--- src/rtl/stopwatch_ctrl.sv ---
`default_nettype none
// ============================================================================
// Module      : stopwatch_ctrl
// Description : Button synchroniser/debouncer and IDLE/RUN/PAUSE sequencer
//               driving the stopwatch counter, clear, lap capture and lap hold.
// Revision    : 1.0 - initial release
// ============================================================================
module stopwatch_ctrl #(
  parameter int DB_CYCLES = 24000,
  parameter int DB_W      = 15,
  parameter int LAP_TICKS = 20
) (
  input  logic       clk,
  input  logic       rst,
  input  logic [3:0] btn_in,
  input  logic       tick,
  output logic       count_en,
  output logic       clear,
  output logic       lap_capture,
  output logic       show_lap,
  output logic [1:0] state
);

  localparam logic [DB_W-1:0] c_db_last = DB_W'(DB_CYCLES - 1);
  localparam logic [DB_W-1:0] c_db_one  = DB_W'(1);
  localparam logic [4:0]      c_lap_ld  = 5'(LAP_TICKS);

  typedef enum logic [1:0] {
    S_IDLE  = 2'b00,
    S_RUN   = 2'b01,
    S_PAUSE = 2'b10
  } state_t;

  state_t     r_state;
  logic       r_clear;
  logic       r_lap_cap;
  logic       r_show;
  logic [4:0] r_lap_cnt;
  logic [4:0] w_lap_nxt;
  logic [3:0] w_press;
  logic       w_clr_p, w_stop_p, w_start_p, w_lap_p, w_lap_load;

  for (genvar i = 0; i < 4; i++) begin : g_btn
    logic            r_s1, r_s2, r_deb, r_deb_d, r_press;
    logic [DB_W-1:0] r_cnt;

    always_ff @(posedge clk or posedge rst) begin
      if (rst) begin
        r_s1    <= 1'b0;
        r_s2    <= 1'b0;
        r_deb   <= 1'b0;
        r_deb_d <= 1'b0;
        r_press <= 1'b0;
        r_cnt   <= '0;
      end else begin
        r_s1 <= btn_in[i];
        r_s2 <= r_s1;
        if (r_s2 == r_deb) begin
          r_cnt <= '0;
        end else if (r_cnt == c_db_last) begin
          r_deb <= r_s2;
          r_cnt <= '0;
        end else begin
          r_cnt <= r_cnt + c_db_one;
        end
        r_deb_d <= r_deb;
        r_press <= r_deb & ~r_deb_d;
      end
    end

    assign w_press[i] = r_press;
  end

  // Single winner per cycle: clear > stop > start > lap
  assign w_clr_p    = w_press[0];
  assign w_stop_p   = w_press[1] & ~w_press[0];
  assign w_start_p  = w_press[3] & ~w_press[1] & ~w_press[0];
  assign w_lap_p    = w_press[2] & ~w_press[3] & ~w_press[1] & ~w_press[0];
  assign w_lap_load = w_lap_p & (r_state == S_RUN);

  always_comb begin
    w_lap_nxt = r_lap_cnt;
    if (w_lap_load) begin
      w_lap_nxt = c_lap_ld;
    end else if (w_clr_p) begin
      w_lap_nxt = 5'd0;
    end else if (tick && (r_lap_cnt != 5'd0)) begin
      w_lap_nxt = r_lap_cnt - 5'd1;
    end
  end

  always_ff @(posedge clk or posedge rst) begin
    if (rst) begin
      r_state   <= S_IDLE;
      r_clear   <= 1'b0;
      r_lap_cap <= 1'b0;
      r_lap_cnt <= 5'd0;
      r_show    <= 1'b0;
    end else begin
      r_clear   <= w_clr_p;
      r_lap_cap <= w_lap_load;
      r_lap_cnt <= w_lap_nxt;
      r_show    <= (w_lap_nxt != 5'd0);
      case (r_state)
        S_IDLE: begin
          if (w_start_p) r_state <= S_RUN;
        end
        S_RUN: begin
          if (w_clr_p)       r_state <= S_IDLE;
          else if (w_stop_p) r_state <= S_PAUSE;
        end
        S_PAUSE: begin
          if (w_clr_p)        r_state <= S_IDLE;
          else if (w_start_p) r_state <= S_RUN;
        end
        default: r_state <= S_IDLE;
      endcase
    end
  end

  // Uses the registered state, so a tick alongside a stop press still counts
  assign count_en    = tick & (r_state == S_RUN);
  assign clear       = r_clear;
  assign lap_capture = r_lap_cap;
  assign show_lap    = r_show;
  assign state       = r_state;

endmodule
`default_nettype wire

--- config.mk ---
export PLATFORM = sky130hd
export DESIGN_NAME = stopwatch_ctrl
export DESIGN_NICKNAME = d
export VERILOG_FILES = /design/src/rtl/stopwatch_ctrl.sv
export SDC_FILE = /design/constraint.sdc
export NUM_CORES = 1
export LEC_CHECK = 0
export BUFFER_PORTS_ARGS = -buffer_cell sky130_fd_sc_hd__buf_2
export CORE_UTILIZATION = 55
export DETAILED_ROUTE_END_ITERATION = 12
export PLACE_DENSITY_LB_ADDON = 0.3
export SYNTH_ARGS = -nofsm -noshare
export SYNTH_HDL_FRONTEND = slang
export SYNTH_SLANG_ARGS = --single-unit
--- constraint.sdc ---
create_clock -name clk -period 3.8 [get_ports clk]
set_input_delay 0.95 -clock clk [delete_from_list [all_inputs] [get_ports clk]]
set_output_delay 0.95 -clock clk [all_outputs]
set_load 0.01 [all_outputs]
==> results of run 1 <==
-- layout make-up --
class | instances | share of cell area
clock inverters | 4 | 0.0174
multi-input cells | 276 | 0.385
repair buffers | 14 | 0.0171
inverters | 11 | 0.00968
clock buffers | 10 | 0.0313
flip-flops and latches | 90 | 0.513
well taps | 96 | 0.0273
-- sequential cells by signal, indices dropped and copies added (netlist names) --
signal / flops
r_lap_cnt: 5
g_btn.r_press: 4
g_btn.r_deb_d: 4
clear: 1
state: 2
show_lap: 1
g_btn.r_cnt: 60
lap_capture: 1
g_btn.r_s2: 4
g_btn.r_s1: 4
g_btn.r_deb: 4
-- worst max-delay path by stage --
stage                     slack, ps  cells after the start                          end                         from
after floorplan                 510                      1              clear$_DFF_PP0_                          rst
after global placement         1530                      3                     count_en                         tick
after detailed placement       1520                      3                     count_en                         tick
after CTS                      1430                      3                     count_en         state[0]$_DFFE_PP0P_
after global routing           1320                      5  g_btn[1].r_cnt[7]$_DFF_PP0_  g_btn[1].r_cnt[0]$_DFF_PP0_
final                          1440                      3                     count_en         state[0]$_DFFE_PP0P_
-- power groups by stage --
stage               clock (mW)  combinational [mW]  sequential [mW]
floorplan                    0               0.124             1.05
global placement             0               0.154             1.06
detailed placement           0               0.159             1.06
CTS                      0.720               0.161             1.04
global route             0.762               0.183             1.05
finish                   0.704               0.157             1.04
-- per-stage QoR --
stage               instance area, um2  worst slack, ps   util  std cells
global placement                  4180             1530  0.605        487
global route                      4390             1320  0.636        501
floorplan                         4000              515      -        381
detailed placement                4180             1520  0.605        487
CTS                               4390             1430  0.636        501
finish                            4390             1440  0.636        501
-- synthesized netlist by cell type (all sizes together), types with 2 or more instances --
master  number  area (um2)
and3        10        63.8
and2         6        37.5
dfrtp       90        2250
nand4       17         106
clkbuf       2        7.51
or3         14        97.6
a21oi       16        80.1
ha           5        62.6
o21ai       16        80.1
buf          2        10.0
nor2b        5        31.3
xnor2       25         219
nor4        11        68.8
nor2        60         225
inv         11        41.3
nand2       23        88.8
xor2        21         184
o31ai        3        22.5
or4          2        15.0
nand3       21         115
nor3         2        10.0
nor4b        5        50.0
mux2         4        45.0
-- cells by family (layout without fill, tap and decap cells) --
family          after synthesis  after routing  share of synthesized area
buf+inv                      15             39                     0.0147
compound gates               41             41                     0.0588
mux                           4              4                     0.0113
xor+xnor                     46             46                      0.101
flops                        90             90                      0.563
fa+ha+maj                     5              5                     0.0156
simple gates                180            180                      0.236
-- per-layer routing --
metal / track usage / wire length [um]
met5: 0 / 0
met4: 0.0805 / 114
met3: 0.0455 / 169
met2: 0.306 / 3100
met1: 0.270 / 3170
==> summary.md, run 1 <==
| Metric | Value |
|---|---|
| Required time at the endpoint of the critical path | `2850 ps` |
| Number of buffers added to fix hold violations after cts | `0` |
| Reg-to-reg startpoint | `g_btn[1].r_cnt[0]$_DFF_PP0_` |
| Final number of max-transition violations | `0` |
| Detailed-routing iteration count for the pre-antenna-repair pass | `4` |
| Count of final setup violators | `0` |
| Critical hold path startpoint | `g_btn[3].r_s1$_DFF_PP0_` |
| Type of origin of the critical path | `flop` |
| Outcome | `completed` |
| TritonCTS clock tree | `done` |
| Count of filler cells inserted in the layout | `596` |
| Reg-to-reg slack, setup | `1590 ps` |
| Number of vias in the routed layout | `2792` |
| Warnings from Yosys | `0` |
| Total area of sequential cells | `2250 um2` |
| Shortest clock period the worst path allows after layout | `2360 ps` |
| Final clock period utilization by the worst path | `0.622` |
| Register area share after synthesis | `0.563` |
| Clock insertion delay at the later pin of the skew report | `350 ps` |
| Clock tree sinks | `90` |
| Proportion of power drawn by the clock network | `0.370` |
| Final hold violation count | `0` |
| Depth of the worst hold-timing path | `0` |
| PnR Total Power | `1.90 mW` |
| Slew HR | `0.261` |
| Worst hold slack | `353 ps` |
| Clk buf depth | `2` |
| Capture point of the worst reg-to-reg path | `g_btn[1].r_cnt[7]$_DFF_PP0_` |
| Number of cell rows | `30` |
| Gate power share | `0.083` |
| Number of synthesized flops with an enable pin | `0` |
| Net count, final | `414` |
| Final-layout setup total negative slack | `0 ps` |
| Die Footprint | `7620 um2` |
| Pin count of the biggest net entering global routing | `69` |
| Number of instances in the synthesized netlist | `381` |
| Count of routing violations after the opening detailed-route iteration | `155` |
| Aggregate routed wire length | `6560 um` |
| Proportion of synthesized flip-flops having asynchronous set or reset | `1.00` |
| Type of the most critical hold path | `reg -> reg` |
| Syn_nets | `393` |
| List of cells traversed by the critical path | `nor2b_1, and2_1, buf_2` |
| Arrival time at the worst endpoint | `1410 ps` |
| Delay-heaviest family, CP | `simple AND/OR/NAND/NOR gates` |
| Initial antenna violation count | `0` |
| CTS buffer count | `9` |
| Area growth, synth to finish | `9.82%` |
| Clock Tree Root | `clkbuf_8` |
| Vias per inst | `5.57` |
| Fraction of layout cells with a size suffix above 1 | `0.101` |
| Worst ir drop on vdd | `0.275 mV` |
| Average cell area after synthesis | `10.5 um2` |
| Routed wire per std cell | `13.1 um` |
| DRC violation count after routing | `0` |
| Count of port buffers added during placement | `12` |
| Kind of critical path | `reg -> out` |
| Number of cells on the worst reg-to-reg path | `5` |
| Placeable core region | `6910 um2` |
| Total routing resource utilization after global routing | `0.198` |
| Count of pins on the block boundary | `13` |
| Unrepaired setup endpoints after global routing | `false` |
| F_max | `423 MHz` |
| Multi-input gate area in the final layout | `1690 um2` |
| Count of buffering cells on the critical path with inverters included | `1` |
| H-Tree Level Count | `3` |
| Kind of end point of the critical path | `output port` |
| Most used flip-flop cell after synthesis | `dfrtp_1` |
| Area of the mapped netlist | `4000 um2` |
| Most common library cell in the layout ignoring fill and taps | `dfrtp_1` |
| Slowest cell on the critical path | `dfrtp_1` |
| Horizontal extent of the die | `87.3 um` |
| Clock-pin slew on the worst setup and hold paths | `80 ps` |
| Initial core utilization | `0.579` |
| Number of gates resized after cts | `0` |
| Setup Skew | `9.16 ps` |
| Vertical die dimension | `87.3 um` |
| Post-route ant nets | `0` |
| Placer's final routability congestion estimate | `0.841` |
| Residual overflow from global routing | `0` |
| Switching share of power | `0.238` |
| Register bit total from synthesis | `90` |
| Design internal power | `1.45 mW` |
| Leakage power summed over all cells | `1.90 nW` |
| First-pass GRT wire length | `11700 um` |
| Commonest cells after routing, fill and taps aside | `90 x dfrtp_1, 60 x nor2_1, 25 x xnor2_1, 22 x nand2_1, 21 x xor2_1` |
| Number of distinct library cells after synthesis | `39` |
| CP max FO | `5` |
| Post-detailed-placement half-perimeter wirelength | `4530 um` |
| Share of total power in sequential cells | `0.548` |
| Slowest Stage Delay on Critical Path | `420 ps` |
| Worst hold endpoint | `g_btn[3].r_s2$_DFF_PP0_` |
| Post-CTS Setup Repair Bufs | `0` |
| Number of global-route vias before repair | `2646` |
| Max Cap Viol | `0` |
| Net Switching | `454 uW` |
| Number of antenna diodes | `0` |
| Power per standard cell area | `433 nW/um2` |
| Measured slew at the worst slew-check pin | `1110 ps` |
No activity file was read; power rests on OpenSTA's default activity.
==> inputs of run 2 (changes only) <==
Settings changed: ABC_AREA set to 1.
Clock period 3.8 ns to 2.35 ns, I/O delays scaled along.
==> run 2 against run 1 <==
Hold slack got worse by 15 ps. Critical path depth stayed put. Design area up 9.3%. Setup slack worse by 810 ps. Critical path type unchanged. Largest power group unchanged.
==> summary.md, run 2 <==
| Metric | Value |
|---|---|
| Outcome | `completed` |
| Count of routing violations after the opening detailed-route iteration | `186` |
| Slew HR | `0.697` |
| Cell with the most instances after synthesis | `nor2_1` |
| Clock Tree Root | `clkbuf_8` |
| Post-synth top area cell | `dfrtp_1` |
| Post-detailed-placement half-perimeter wirelength | `5740 um` |
| Arrival time at the worst endpoint | `1130 ps` |
| Measured slew at the worst slew-check pin | `452 ps` |
| Number of distinct library cells after synthesis | `32` |
| Proportion of synthesized flip-flops having asynchronous set or reset | `1.00` |
| Final number of max-transition violations | `0` |
| Number of buffers added to fix hold violations after cts | `0` |
| Placer's final routability congestion estimate | `0.886` |
| F_max | `582 MHz` |
| Flip-flop count of the largest register after layout | `60` |
| Multi-input gate area in the final layout | `1890 um2` |
| Routed wire per std cell | `11.9 um` |
| Leakage power summed over all cells | `2.18 nW` |
| Type of the most critical hold path | `in -> reg` |
| Kind of end point of the critical path | `output port` |
| Commonest cells after routing, fill and taps aside | `96 x nor2_1, 90 x dfrtp_1, 86 x nand2_1, 72 x inv_1, 47 x nand3_1` |
| Placed cell count | `646` |
| Total area of sequential cells | `2250 um2` |
| Clock tree sinks | `90` |
| Kind of critical path | `reg -> out` |
| Initial antenna violation count | `0` |
| Most common library cell in the layout ignoring fill and taps | `nor2_1` |
| Number of antenna diodes | `0` |
| CP max FO | `3` |
| Count of final setup violators | `0` |
| Post-CTS Setup Repair Bufs | `0` |
| Shortest clock period the worst path allows after layout | `1720 ps` |
| Net count, final | `567` |
| DRC violation count after routing | `0` |
| Unrepaired setup endpoints after global routing | `false` |
| Non-filler cells, final | `661` |
| Horizontal extent of the die | `91.8 um` |
| Power per standard cell area | `597 nW/um2` |
| Register area share after synthesis | `0.508` |
| Count of filler cells inserted in the layout | `694` |
| First-pass GRT wire length | `14400 um` |
| Average cell area after synthesis | `8.34 um2` |
| Post-route ant nets | `0` |
| Top area cells in the synthesized netlist | `dfrtp_1 51%, nor2_1 8.1%, nand2_1 7.3%, inv_1 6.2%, nand3_1 5.3%` |
| Pin count of the biggest net entering global routing | `91` |
| Largest reg by FF count | `g_btn.r_cnt` |
| Area of the mapped netlist | `4440 um2` |
| Number of synthesized flops with an enable pin | `0` |
| Final clock period utilization by the worst path | `0.731` |
| Final-layout setup total negative slack | `0 ps` |
| Area growth, synth to finish | `8.29%` |
| Regs by FF count | `g_btn.r_cnt: 60 flops, r_lap_cnt: 5 flops` |
| Vertical die dimension | `91.8 um` |
| Most used flip-flop cell after synthesis | `dfrtp_1` |
| Number of gates resized after cts | `0` |
| Type of origin of the critical path | `flop` |
| Warnings from Yosys | `0` |
| Final Core Density | `0.618` |
| Clock insertion delay at the later pin of the skew report | `360 ps` |
| Clk buf depth | `2` |
| Max Cap Viol | `0` |
| Vias per inst | `5.30` |
| Required time at the endpoint of the critical path | `1760 ps` |
| Count of port buffers added during placement | `12` |
| Number of vias in the routed layout | `3504` |
| TritonCTS clock tree | `done` |
| Slowest cell on the critical path | `dfrtp_1` |
| Setup Skew | `10.0 ps` |
| H-Tree Level Count | `3` |
| Most frequent cells after synthesis | `96 x nor2_1, 90 x dfrtp_1, 86 x nand2_1` |
| Number of global-route vias before repair | `3356` |
| Worst ir drop on vdd | `0.376 mV` |
| Total routing resource utilization after global routing | `0.213` |
| Initial core utilization | `0.571` |
| Number of cell rows | `32` |
| Fraction of layout cells with a size suffix above 1 | `0.0948` |
| Final hold violation count | `0` |
| CTS buffer count | `9` |
| Die Footprint | `8430 um2` |
| List of cells traversed by the critical path | `inv_1, and3_1, buf_2` |
| Syn_nets | `544` |
| Placeable core region | `7770 um2` |
| Clock-pin slew on the worst setup and hold paths | `90 ps` |
| Aggregate routed wire length | `7850 um` |
| Count of pins on the block boundary | `13` |
| Residual overflow from global routing | `0` |
| Portion of synthesized cell area occupied by the leading cell type | `0.508` |
| Detailed-routing iteration count for the pre-antenna-repair pass | `5` |
| Register bit total from synthesis | `90` |
| Number of instances in the synthesized netlist | `532` |
| Slowest Stage Delay on Critical Path | `400 ps` |
## run 2: changes by cell type after synthesis, sizes merged, moves of 6 or more
cell	change
nand3	+31
and3	-8
nor3	+37
xor2	-6
nor2	+41
or3	-14
inv	+66
xnor2	-18
nand2	+65
o21bai	+6
nor4	-9
o21ai	-13
## run 2: stage by stage
stage               cell area [um2]  power, mW  setup WS, ps  hold slack, ps
floorplan                      4440       1.93           713             331
global placement               4640       2.00           747             334
detailed placement             4640       2.01           716             335
CTS                            4800       2.91           612             317
global route                   4800       3.03           551             314
finish                         4800       2.87           631             338
## run 2: cell type report
class                   instances  share of cell area
flip-flops and latches         90               0.469
multi-input cells             363               0.393
inverters                      78              0.0617
clock buffers                  10              0.0266
well taps                     102              0.0266
repair buffers                 13              0.0167
clock inverters                 5             0.00677
## run 2: critical path, delay by kind of cell (launching register included)
family	cells	cell delay, ps
flops	1	400
buf+inv	2	230
simple gates	1	150
## run 2: metal layers
layer | vias to the layer above | wire (um) | global-route usage
li1 | 1759 | - | -
met1 | 1667 | 3730 | 0.274
met2 | 66 | 3710 | 0.357
met3 | 12 | 305 | 0.0506
met4 | 0 | 106 | 0.0664
met5 | - | 0 | 0
## run 2: cell families (layout without fill, tap and decap cells)
logic type               count (synthesis)  in the layout  share of synthesized area
adder cells (fa/ha/maj)                  5              5                     0.0141
AO/OA/AOI/OAI                           27             27                     0.0353
buffers and inverters                   79            106                     0.0669
AND/OR/NAND/NOR                        309            309                      0.333
XOR/XNOR                                22             22                     0.0434
flip-flops                              90             90                      0.508
## run 2: worst paths after layout
check | endpoint | cells past startpoint | start | slack (ps)
setup / recovery | count_en | 3 | state[1]$_DFFE_PP0P_ | 630
hold / removal | g_btn[2].r_s1$_DFF_PP0_ | 1 | btn_in[2] | 340
setup reg to reg | g_btn[1].r_cnt[6]$_DFF_PP0_ | 6 | g_btn[1].r_cnt[0]$_DFF_PP0_ | 710
hold reg to reg | g_btn[0].r_s2$_DFF_PP0_ | 0 | g_btn[0].r_s1$_DFF_PP0_ | 350
max in group asynchronous | g_btn[3].r_cnt[11]$_DFF_PP0_ | 3 | rst | 1650
min in group asynchronous | g_btn[1].r_cnt[0]$_DFF_PP0_ | 3 | rst | 360
## run 2: power breakdown
part	switching (mW)	leakage [nW]	total, mW	internal (mW)
clock network	0.514	0.0742	0.888	0.374
registers	0.0486	1.22	1.67	1.62
logic	0.200	0.894	0.314	0.114
